[config.mk]
export PLATFORM = sky130hd
export DESIGN_NAME = dcache_write_buffer
export DESIGN_NICKNAME = d
export VERILOG_FILES = /design/src/rtl/dcache_wb_pkg.sv /design/src/rtl/dcache_wb_fifo.sv /design/src/rtl/dcache_write_buffer.sv
export SDC_FILE = /design/constraint.sdc
export NUM_CORES = 2
export LEC_CHECK = 0
export CORE_AREA = 2 2 431 433
export CTS_BUF_LIST = sky130_fd_sc_hd__clkbuf_16
export DETAILED_ROUTE_END_ITERATION = 12
export DIE_AREA = 0 0 433 435
export DONT_BUFFER_PORTS = 1
export PLACE_DENSITY = 0.54
export SETUP_SLACK_MARGIN = 0.2
export SLEW_MARGIN = 20
export SYNTH_ARGS = -nofsm -noshare
export SYNTH_HDL_FRONTEND = slang
export SYNTH_HIERARCHICAL = 1
export SYNTH_SLANG_ARGS = --single-unit
[constraint.sdc]
create_clock -name clk -period 4.87 [get_ports clk]
set_input_delay 0.974 -clock clk [delete_from_list [all_inputs] [get_ports clk]]
set_output_delay 0.974 -clock clk [all_outputs]
set_load 0.02 [all_outputs]
[src/rtl/dcache_wb_pkg.sv]
// Shared types for the D-cache eviction write buffer.
// Latency: n/a (types and default geometry only).
// Backpressure: n/a.
package dcache_wb_pkg;

    localparam int WB_ADDR_W = 32;
    localparam int WB_LINE_W = 256;
    localparam int WB_DEPTH  = 4;
    localparam int WB_OFF_W  = $clog2(WB_LINE_W / 8);

    typedef enum logic [1:0] {
        IDLE      = 2'd0,
        READ_MISS = 2'd1,
        DRAIN     = 2'd2,
        RESP      = 2'd3
    } wb_state_t;

    // One buffered line at the default geometry; the FIFO builds the same
    // layout from its own parameters so non-default sizes still work.
    typedef struct packed {
        logic                          vld;
        logic [WB_ADDR_W-WB_OFF_W-1:0] tag;
        logic [WB_LINE_W-1:0]          line;
    } wb_entry_t;

endpackage

[src/rtl/dcache_wb_fifo.sv]
// Circular store of evicted lines with a parallel tag match over all entries.
// Latency: push/pop/overwrite take effect on the next clk edge; match is combinational.
// Backpressure: none internally; the owner never pushes when full or pops when empty.
// Ports: lookup_tag -> hit (+ hit_line when DCACHE_WB_READ_FWD_EN is defined);
//        push/push_tag/push_line allocate at tail; pop frees the head;
//        ovr/ovr_line rewrite the matched entry; head_tag/head_line/count/full report state.
module dcache_wb_fifo
    import dcache_wb_pkg::*;
#(
    parameter int ADDR_W = WB_ADDR_W,
    parameter int LINE_W = WB_LINE_W,
    parameter int DEPTH  = WB_DEPTH
) (
    input  logic                                 clk,
    input  logic                                 rst_n,
    input  logic [ADDR_W-$clog2(LINE_W/8)-1:0]   lookup_tag,
    output logic                                 hit,
`ifdef DCACHE_WB_READ_FWD_EN
    output logic [LINE_W-1:0]                    hit_line,
`endif
    input  logic                                 push,
    input  logic [ADDR_W-$clog2(LINE_W/8)-1:0]   push_tag,
    input  logic [LINE_W-1:0]                    push_line,
    input  logic                                 pop,
    input  logic                                 ovr,
    input  logic [LINE_W-1:0]                    ovr_line,
    output logic [ADDR_W-$clog2(LINE_W/8)-1:0]   head_tag,
    output logic [LINE_W-1:0]                    head_line,
    output logic [$clog2(DEPTH+1)-1:0]           count,
    output logic                                 full
);

    localparam int OFF_W = $clog2(LINE_W / 8);
    localparam int TAG_W = ADDR_W - OFF_W;
    localparam int PTR_W = $clog2(DEPTH);
    localparam int CNT_W = $clog2(DEPTH + 1);

    typedef struct packed {
        logic              vld;
        logic [TAG_W-1:0]  tag;
        logic [LINE_W-1:0] line;
    } entry_t;

    entry_t             mem [DEPTH];
    logic [PTR_W-1:0]   head;
    logic [PTR_W-1:0]   tail;
    logic [DEPTH-1:0]   hit_oh;

    // Writes to an already-buffered tag are merged in place, so at most one
    // entry can match and hit_oh stays one-hot.
    always_comb begin
        hit_oh = '0;
        for (int i = 0; i < DEPTH; i++) begin
            hit_oh[i] = mem[i].vld && (mem[i].tag == lookup_tag);
        end
    end

    assign hit = |hit_oh;

`ifdef DCACHE_WB_READ_FWD_EN
    always_comb begin
        hit_line = '0;
        for (int i = 0; i < DEPTH; i++) begin
            if (hit_oh[i]) begin
                hit_line = hit_line | mem[i].line;
            end
        end
    end
`endif

    assign head_tag  = mem[head].tag;
    assign head_line = mem[head].line;
    assign full      = (count == CNT_W'(DEPTH));

    always_ff @(posedge clk or negedge rst_n) begin
        if (!rst_n) begin
            head  <= '0;
            tail  <= '0;
            count <= '0;
            for (int i = 0; i < DEPTH; i++) begin
                mem[i] <= '0;
            end
        end else begin
            if (push) begin
                mem[tail] <= '{vld: 1'b1, tag: push_tag, line: push_line};
                tail      <= tail + PTR_W'(1);
            end
            if (ovr) begin
                for (int i = 0; i < DEPTH; i++) begin
                    if (hit_oh[i]) begin
                        mem[i].line <= ovr_line;
                    end
                end
            end
            if (pop) begin
                mem[head].vld <= 1'b0;
                head          <= head + PTR_W'(1);
            end
            count <= count + CNT_W'(push) - CNT_W'(pop);
        end
    end

endmodule

[src/rtl/dcache_write_buffer.sv]
// Eviction write buffer between the L1 D-cache memory port and the I/D arbiter.
// Latency: write accept / read hit respond 1 cycle after the request is seen in IDLE; a read miss responds 1 cycle after a_pmem_resp.
// Backpressure: requests are held by the D-cache until d_pmem_resp; a non-matching write to a full buffer waits for one drain.
// Ports: d_pmem_* is the D-cache side (read/write held until resp, registered rdata);
//        a_pmem_* is the arbiter side with the same protocol (one request at a time).
// Build option: DCACHE_WB_READ_FWD_EN serves reads that hit the buffer directly;
//        without it such reads drain the buffer until no copy remains, then miss to L2.
module dcache_write_buffer
    import dcache_wb_pkg::*;
#(
    parameter int ADDR_W = WB_ADDR_W,
    parameter int LINE_W = WB_LINE_W,
    parameter int DEPTH  = WB_DEPTH
) (
    input  logic              clk,
    input  logic              rst_n,
    input  logic              d_pmem_read,
    input  logic              d_pmem_write,
    input  logic [ADDR_W-1:0] d_pmem_address,
    input  logic [LINE_W-1:0] d_pmem_wdata,
    output logic [LINE_W-1:0] d_pmem_rdata,
    output logic              d_pmem_resp,
    output logic              a_pmem_read,
    output logic              a_pmem_write,
    output logic [ADDR_W-1:0] a_pmem_address,
    output logic [LINE_W-1:0] a_pmem_wdata,
    input  logic [LINE_W-1:0] a_pmem_rdata,
    input  logic              a_pmem_resp
);

    localparam int OFF_W = $clog2(LINE_W / 8);
    localparam int TAG_W = ADDR_W - OFF_W;
    localparam int CNT_W = $clog2(DEPTH + 1);

    wb_state_t          state;
    wb_state_t          state_nxt;
    logic [LINE_W-1:0]  rdata_q;

    logic               hit;
    logic               full;
    logic               push;
    logic               pop;
    logic               ovr;
    logic [TAG_W-1:0]   req_tag;
    logic [TAG_W-1:0]   head_tag;
    logic [LINE_W-1:0]  head_line;
    logic [CNT_W-1:0]   count;
`ifdef DCACHE_WB_READ_FWD_EN
    logic [LINE_W-1:0]  hit_line;
`endif

    assign req_tag = d_pmem_address[ADDR_W-1:OFF_W];

    dcache_wb_fifo #(
        .ADDR_W (ADDR_W),
        .LINE_W (LINE_W),
        .DEPTH  (DEPTH)
    ) u_fifo (
        .clk        (clk),
        .rst_n      (rst_n),
        .lookup_tag (req_tag),
        .hit        (hit),
`ifdef DCACHE_WB_READ_FWD_EN
        .hit_line   (hit_line),
`endif
        .push       (push),
        .push_tag   (req_tag),
        .push_line  (d_pmem_wdata),
        .pop        (pop),
        .ovr        (ovr),
        .ovr_line   (d_pmem_wdata),
        .head_tag   (head_tag),
        .head_line  (head_line),
        .count      (count),
        .full       (full)
    );

    always_ff @(posedge clk or negedge rst_n) begin
        if (!rst_n) begin
            state <= IDLE;
        end else begin
            state <= state_nxt;
        end
    end

    // Buffer updates are issued only from IDLE (accept) and DRAIN (pop), so
    // push, pop and overwrite never coincide.
    always_comb begin
        state_nxt = state;
        push      = 1'b0;
        pop       = 1'b0;
        ovr       = 1'b0;
        unique case (state)
            IDLE: begin
                if (d_pmem_read) begin
`ifdef DCACHE_WB_READ_FWD_EN
                    state_nxt = hit ? RESP : READ_MISS;
`else
                    // L2 must not return a line older than a buffered copy.
                    state_nxt = hit ? DRAIN : READ_MISS;
`endif
                end else if (d_pmem_write) begin
                    if (hit) begin
                        ovr       = 1'b1;
                        state_nxt = RESP;
                    end else if (!full) begin
                        push      = 1'b1;
                        state_nxt = RESP;
                    end else begin
                        // Make room; the held write is retried back in IDLE.
                        state_nxt = DRAIN;
                    end
                end else if (count != '0) begin
                    state_nxt = DRAIN;
                end
            end
            READ_MISS: begin
                if (a_pmem_resp) begin
                    state_nxt = RESP;
                end
            end
            DRAIN: begin
                if (a_pmem_resp) begin
                    pop       = 1'b1;
                    state_nxt = IDLE;
                end
            end
            RESP: begin
                state_nxt = IDLE;
            end
            default: begin
                state_nxt = IDLE;
            end
        endcase
    end

    always_ff @(posedge clk or negedge rst_n) begin
        if (!rst_n) begin
            rdata_q <= '0;
        end else if (state == READ_MISS && a_pmem_resp) begin
            rdata_q <= a_pmem_rdata;
`ifdef DCACHE_WB_READ_FWD_EN
        end else if (state == IDLE && d_pmem_read && hit) begin
            rdata_q <= hit_line;
`endif
        end
    end

    // Downstream outputs decode straight from the state register so a reset
    // drops them immediately, and read/write are exclusive by construction.
    always_comb begin
        a_pmem_read    = 1'b0;
        a_pmem_write   = 1'b0;
        a_pmem_address = '0;
        a_pmem_wdata   = '0;
        if (state == READ_MISS) begin
            a_pmem_read    = 1'b1;
            a_pmem_address = d_pmem_address;
        end else if (state == DRAIN) begin
            a_pmem_write   = 1'b1;
            a_pmem_address = {head_tag, {OFF_W{1'b0}}};
            a_pmem_wdata   = head_line;
        end
    end

    assign d_pmem_resp  = (state == RESP);
    assign d_pmem_rdata = rdata_q;

endmodule
# --- After elaboration in Yosys (flattened, before gate mapping) ---
# Index checks and enable logic that the tools add are counted.
totals:
  inputBits: 549
  output_inout_bits: 547
  elab_cells: 95
  register_bits: 1401
op_classes:
  n_lt_le_gt_ge: 4
  n_reduce_logical: 11
  n_bitwise: 2
  add_sub_neg: 4
  muxes: 46
  n_eq_ne: 11
ops:
  columns: ["op", "count"]
  rows:
  - ["two-way mux 256 bit", 10]
  - ["bitwise mux 1136 bit", 2]
  - ["two-way mux 1136 bit", 2]
  - ["demux 284 bit (select 2 bit)", 2]
  - ["binary-select mux 284 bit (select 2 bit)", 1]
  - ["two-way mux 284 bit", 2]
  - ["two-way mux 283 bit", 2]
  - ["equality test 27 bit", 4]
  - ["two-way mux 32 bit", 2]
  - ["two-way mux 1 bit", 16]
  - ["two-way mux 2 bit", 6]
  - ["case mux 2 bit (4 select lines)", 1]
  - ["logical AND 1 bit", 7]
  - ["greater-or-equal comparator 3 bit (second input constant)", 2]
  - ["less-than comparator 3 x 1 -> 1 bit (second input constant)", 2]
  - ["inverter 2 -> 3 bit", 2]
  - ["adder 2 x 1 -> 2 bit (second input constant)", 2]
  - ["equality test 2 bit (second input constant)", 2]
  - ["inequality test 2 bit (second input constant)", 2]
  - ["inequality test 4 bit (second input constant)", 1]
  - ["OR reduction 4 bit", 1]
  - ["adder 3 x 1 -> 3 bit", 1]
  - ["equality test 3 bit (second input constant)", 1]
  - ["AND reduction 3 bit", 1]
  - ["other kinds (4)", 4]

# --- Logic depth before layout (Yosys ltp) ---
logic_depth:
  depth_word: 12
  ltp_mapped: 13
  depth_no_buf: 9

# --- Cells and area by module ---
# The synthesis kept the hierarchy.
modules_own_cells:
  columns: ["mod", "area_per_inst_um2", "cells_per_inst", "n_inst", "seq_area_each_um2"]
  rows:
  - ["dcache_wb_fifo", 62575.0, 4099, 1, 28602.4]
  - ["dcache_write_buffer", 12683.4, 885, 1, 6456.2]

# --- Least setup slack after synthesis ---
# No wires, ideal clock.
synth_timing:
  kind: "input to register"
  from: "input d_pmem_address[6]"
  to: "register u_fifo/mem[743] in the netlist's numbering"
  setup_slack_ns: 1.134
  t_required_ns: 4.742
  n_path_buf: 4
  arrival_time_ns: 3.609
  cell_stages: 13
  setup_ns: 0.128
  path_cell_list: "clkbuf_1 -> xnor2_1 -> nand4_1 -> nor4_2 -> nand3_1 -> nand4_1 -> nor3_1 -> buf_2 -> nand2_1 -> clkbuf_1 -> buf_1 -> mux2_2 -> mux2_1"
synth_via:
  elab_chain_cells: 12
  elab_cells_between_ends: 22
  cone_classes: "eq/ne: 4; mux: 13; reduce/logical: 5"
synth_lines:
  columns: ["element", "line_no", "rtl"]
  rows:
  - ["start, declared", "dcache_write_buffer.sv:19", "input logic [ADDR_W-1:0] d_pmem_address,"]
  - ["equality test 27 bit", "dcache_wb_fifo.sv:54", "hit_oh[i] = mem[i].vld && (mem[i].tag == lookup_tag);"]
  - ["logical AND 1 bit", "dcache_wb_fifo.sv:54", null]
  - ["OR reduction 4 bit (*)", "dcache_wb_fifo.sv:58", "assign hit = |hit_oh;"]
  - ["via hit", "dcache_write_buffer.sv:39", "logic hit;"]
  - ["two-way mux 1 bit (*)", "dcache_write_buffer.sv:103", "if (hit) begin"]
  - ["two-way mux 1 bit (*)", "dcache_write_buffer.sv:102", "end else if (d_pmem_write) begin"]
  - ["two-way mux 1 bit (*)", "dcache_write_buffer.sv:95", "if (d_pmem_read) begin"]
  - ["two-way mux 1 bit (*)", "dcache_write_buffer.sv:93", "unique case (state)"]
  - ["via push", "dcache_write_buffer.sv:41", "logic push;"]
  - ["two-way mux 1136 bit (*)", "dcache_wb_fifo.sv:84", "if (push) begin"]
  - ["two-way mux 256 bit", "dcache_wb_fifo.sv:90", "if (hit_oh[i]) begin"]
  - ["two-way mux 256 bit (*)", "dcache_wb_fifo.sv:88", "if (ovr) begin"]
  - ["bitwise mux 1136 bit", "dcache_wb_fifo.sv:96", "mem[head].vld <= 1'b0;"]
  - ["two-way mux 1136 bit (*)", "dcache_wb_fifo.sv:95", "if (pop) begin"]
  - ["end signal, assigned by index", "dcache_wb_fifo.sv:85", "mem[tail] <= '{vld: 1'b1, tag: push_tag, line: push_line};"]
  - ["end, declared", "dcache_wb_fifo.sv:44", "entry_t mem [DEPTH];"]
# Mark *: on every way through the listed nets, which the timed path passes. The rest lies on a longest branch.
# A chain may end at the register's enable or synchronous reset.

==> results.toml <==
[run_status]
outcome = "complete, no violations"

[critical_path]
crit_top_cell = "buf_16"
slowest_delay_ps = 900
critical_path_buf_inv_count = 7
arrival_ps = 5080
r2r_end = "u_fifo/mem[311]$_DFF_PN0_"
worstPathRequired_ps = 5780
worstSetupPathDepth = 7
worst-path-max-fanout = 118
critPathLaunchType = "input port"
crit_chain = "dlygate4sd3_1, buf_16, buf_16, buf_16, buf_16, buf_16, buf_16"
crit_slowest_cell = "dlygate4sd3_1"
cp-end-kind = "async pin"
worstSetupPathType = "input port to async pin"
worst_r2r_path_depth = 11
crit_family = "buffers and inverters"
worstSetupStartpoint = "rst_n"
r2r_slack_ps = 1020

[power]
power_mw = 54.1
power_leakage_nw = 37.8
cellPowerDensity_mw_per_mm2 = 650
ir_drop_mv = 0.471

[logic_synthesis]
synthXorXnorAreaFrac = 0.0130
muxShareOfSynthArea = 0.458
ys_warn_count = 6
synth_area_per_cell_sq_um = 15.1
synth_ff_type = "dfrtp_1"
synth_fa_ha_area_frac = 0.00193
yosys.cell_types.count = 34
synth_compound_area_frac = 0.00412
synthTopCellsByCount = "dfrtp_1, mux2_2, mux2_1, mux4_2, and2_1"
synth_edf_count = 0
synth_top_area_cell = "dfrtp_1"
yosys.area_share.simple = 0.0273
synth.area.top_cells = "dfrtp_1, mux2_2, mux2_1"
synth_top_family_by_area = "multiplexers"
synth_top_cell_area_share = 0.466
syn_nets = 5544
yosys.cell_count.top_type = "dfrtp_1"
yosysSeqAreaShare = 0.466
synth.cell_area_sq_mm = 0.0753
netlist_instances = 4984
ys_ff_latch = 1401
synthArstFlopShare = 1.00

[floorplan]
die-area_sq_mm = 0.188
rows = 158
core_area_sq_mm = 0.184
die_y_um = 435
die_w_um = 433
initial_core_util = 0.409
num_io_pins = 1096

[clock_network]
clkSinkCount = 1401
cts_tree = "yes"
numCtsBuffers = 166
clk_latency_ps = 810
h-tree-depth = 4
cts_setup_buffers = 0
cts-root-buf = "clkbuf_16"
clk_pin_slew_ps = 60
ctsResizeCount = 0
clk_path_buf_depth = 3

[timing]
maxSlewViolCount = 0
fin_skew_ps = 24.5
setup_viol = 0
finalCritPeriodShare = 0.856
worst_hold_slack_ps = 41.0
tightest_slew_ps = 1060
rsz0062_at_grt = "false"
max_slew_margin = 0.292
fin_crit_ps = 4170
fmax_ghz = 0.240
hold_viol_final = 0

[drt]
antenna_left = 0
wl_per_cell_um = 31.3
wl_um = 235000
vias_per_cell = 5.55
drc = 0
via_count = 41800
drtIter0Drc = 1827
dr.pass1.iters = 7

[global_routing]
antenna_found_initial = 23
grtUsageMet1 = 0.296
grt_max_degree = 209
grt-ovfl-total = 0
grt_first_pass_wirelength_um = 337000
use_met3 = 0.0744
grt_use_met2 = 0.416
grt_usage = 0.247
grt_pass1_vias = 43700
top_usage_layer = "met2"

[place]
gp_congestion = 1.13
port_buffers = 0
dpl-instance-area_sq_mm = 0.0780
numPlacedInstances = 7205
dpl.hpwl_um = 158000

[layout]
post-route-cell-area_sq_mm = 0.0832
synthToLayoutAreaGrowth_pct = 10.5
drive_gt1_frac = 0.413
final_core_util = 0.452
instances_no_fill = 7525
finalNetCount = 5458

[flow_run]
drv_cap = 0

[hold_path]
hp-class = "input port to async pin"
## layout make-up
| cell class | count | area, sq um |
|---|---|---|
| Inverter | 10 | 37.5 |
| Tap cell | 2480 | 3100 |
| Multi-Input combinational cell | 3191 | 38000 |
| Antenna cell | 14 | 35.0 |
| Sequential cell | 1401 | 35100 |
| Timing Repair Buffer | 128 | 1930 |
| Fill cell | 16400 | 101000 |
| Clock buffer | 170 | 4250 |
| Clock inverter | 131 | 749 |
## flip-flops by register name, summed over array words and instances (netlist names), named ones only
signal	count
u_fifo/mem	1028
u_fifo/tail	2
u_fifo/head	2
u_fifo/count	3
d_pmem_rdata	256
state	2
## routing by layer
metal	wire length (um)	share of wire
met1	93600	0.40
met2	116000	0.49
met3	16300	0.069
met4	9170	0.039
met5	267	0.0011
## power by group
part / total [mW] / internal (mW) / leakage (nW) / switching (mW)
Sequential: 22.5 / 17.0 / 17.6 / 5.51
Clock: 11.7 / 6.55 / 2.65 / 5.13
Combinational: 19.9 / 11.5 / 17.5 / 8.49
## cell usage in the layout (no fill, tap or decap), types with 9 or more instances in the layout
cell type / synthesis / layout
clkinv_2: 0 / 23
a21oi_1: 11 / 11
dfrtp_1: 1401 / 1399
buf_12: 0 / 55
a22o_1: 27 / 27
inv_1: 10 / 59
xor2_1: 19 / 19
xnor2_1: 93 / 93
mux2_2: 1206 / 1206
nor4_1: 9 / 9
clkbuf_16: 0 / 170
and2_1: 263 / 263
clkinv_1: 0 / 44
mux2_1: 966 / 966
buf_16: 0 / 14
ha_1: 10 / 10
diode_2: 0 / 14
mux2_4: 240 / 240
mux4_2: 283 / 283
nand4_1: 31 / 31
buf_4: 45 / 58
## per-stage QoR
step | setup TNS (ps) | worst slack (ps)
after global routing | 0 | 410
final | 0 | 700
after detailed placement | 0 | 299
after CTS | 0 | 279
after global placement | -46830 | -278
after floorplan | 0 | 1130
## kinds of logic (layout without fill, tap and decap cells)
family | Yosys count | count (layout)
xor gates and xnor gates | 112 | 112
AOI/OAI and AO/OA | 41 | 41
other | 0 | 14
DFF | 1401 | 1401
buffers and inverters | 392 | 439
adders and majority gates | 11 | 11
and+or+nand+nor | 331 | 331
muxes | 2696 | 2696
## worst min path at each step
stage / start / endpoint / slack (ps) / cells after the start
6_report: rst_n / d_pmem_rdata[89]$_DFFE_PN0P_ / 40 / 1
3_5_place_dp: u_fifo/tail[0]$_DFFE_PN0P_ / u_fifo/tail[0]$_DFFE_PN0P_ / 530 / 1
5_1_grt: rst_n / d_pmem_rdata[99]$_DFFE_PN0P_ / 50 / 1
2_1_floorplan: state[1]$_DFFE_PN0P_ / state[0]$_DFFE_PN0P_ / 480 / 1
3_3_place_gp: u_fifo/tail[0]$_DFFE_PN0P_ / u_fifo/tail[0]$_DFFE_PN0P_ / 520 / 1
4_1_cts: rst_n / d_pmem_rdata[89]$_DFFE_PN0P_ / 20 / 1
## repair_timing
item,CTS,global route
endpoints found under the setup margin,0,0
hold buffers,2,0
endpoints found under the hold margin,121,0
Note: power is estimated with default switching activity, not from simulation.
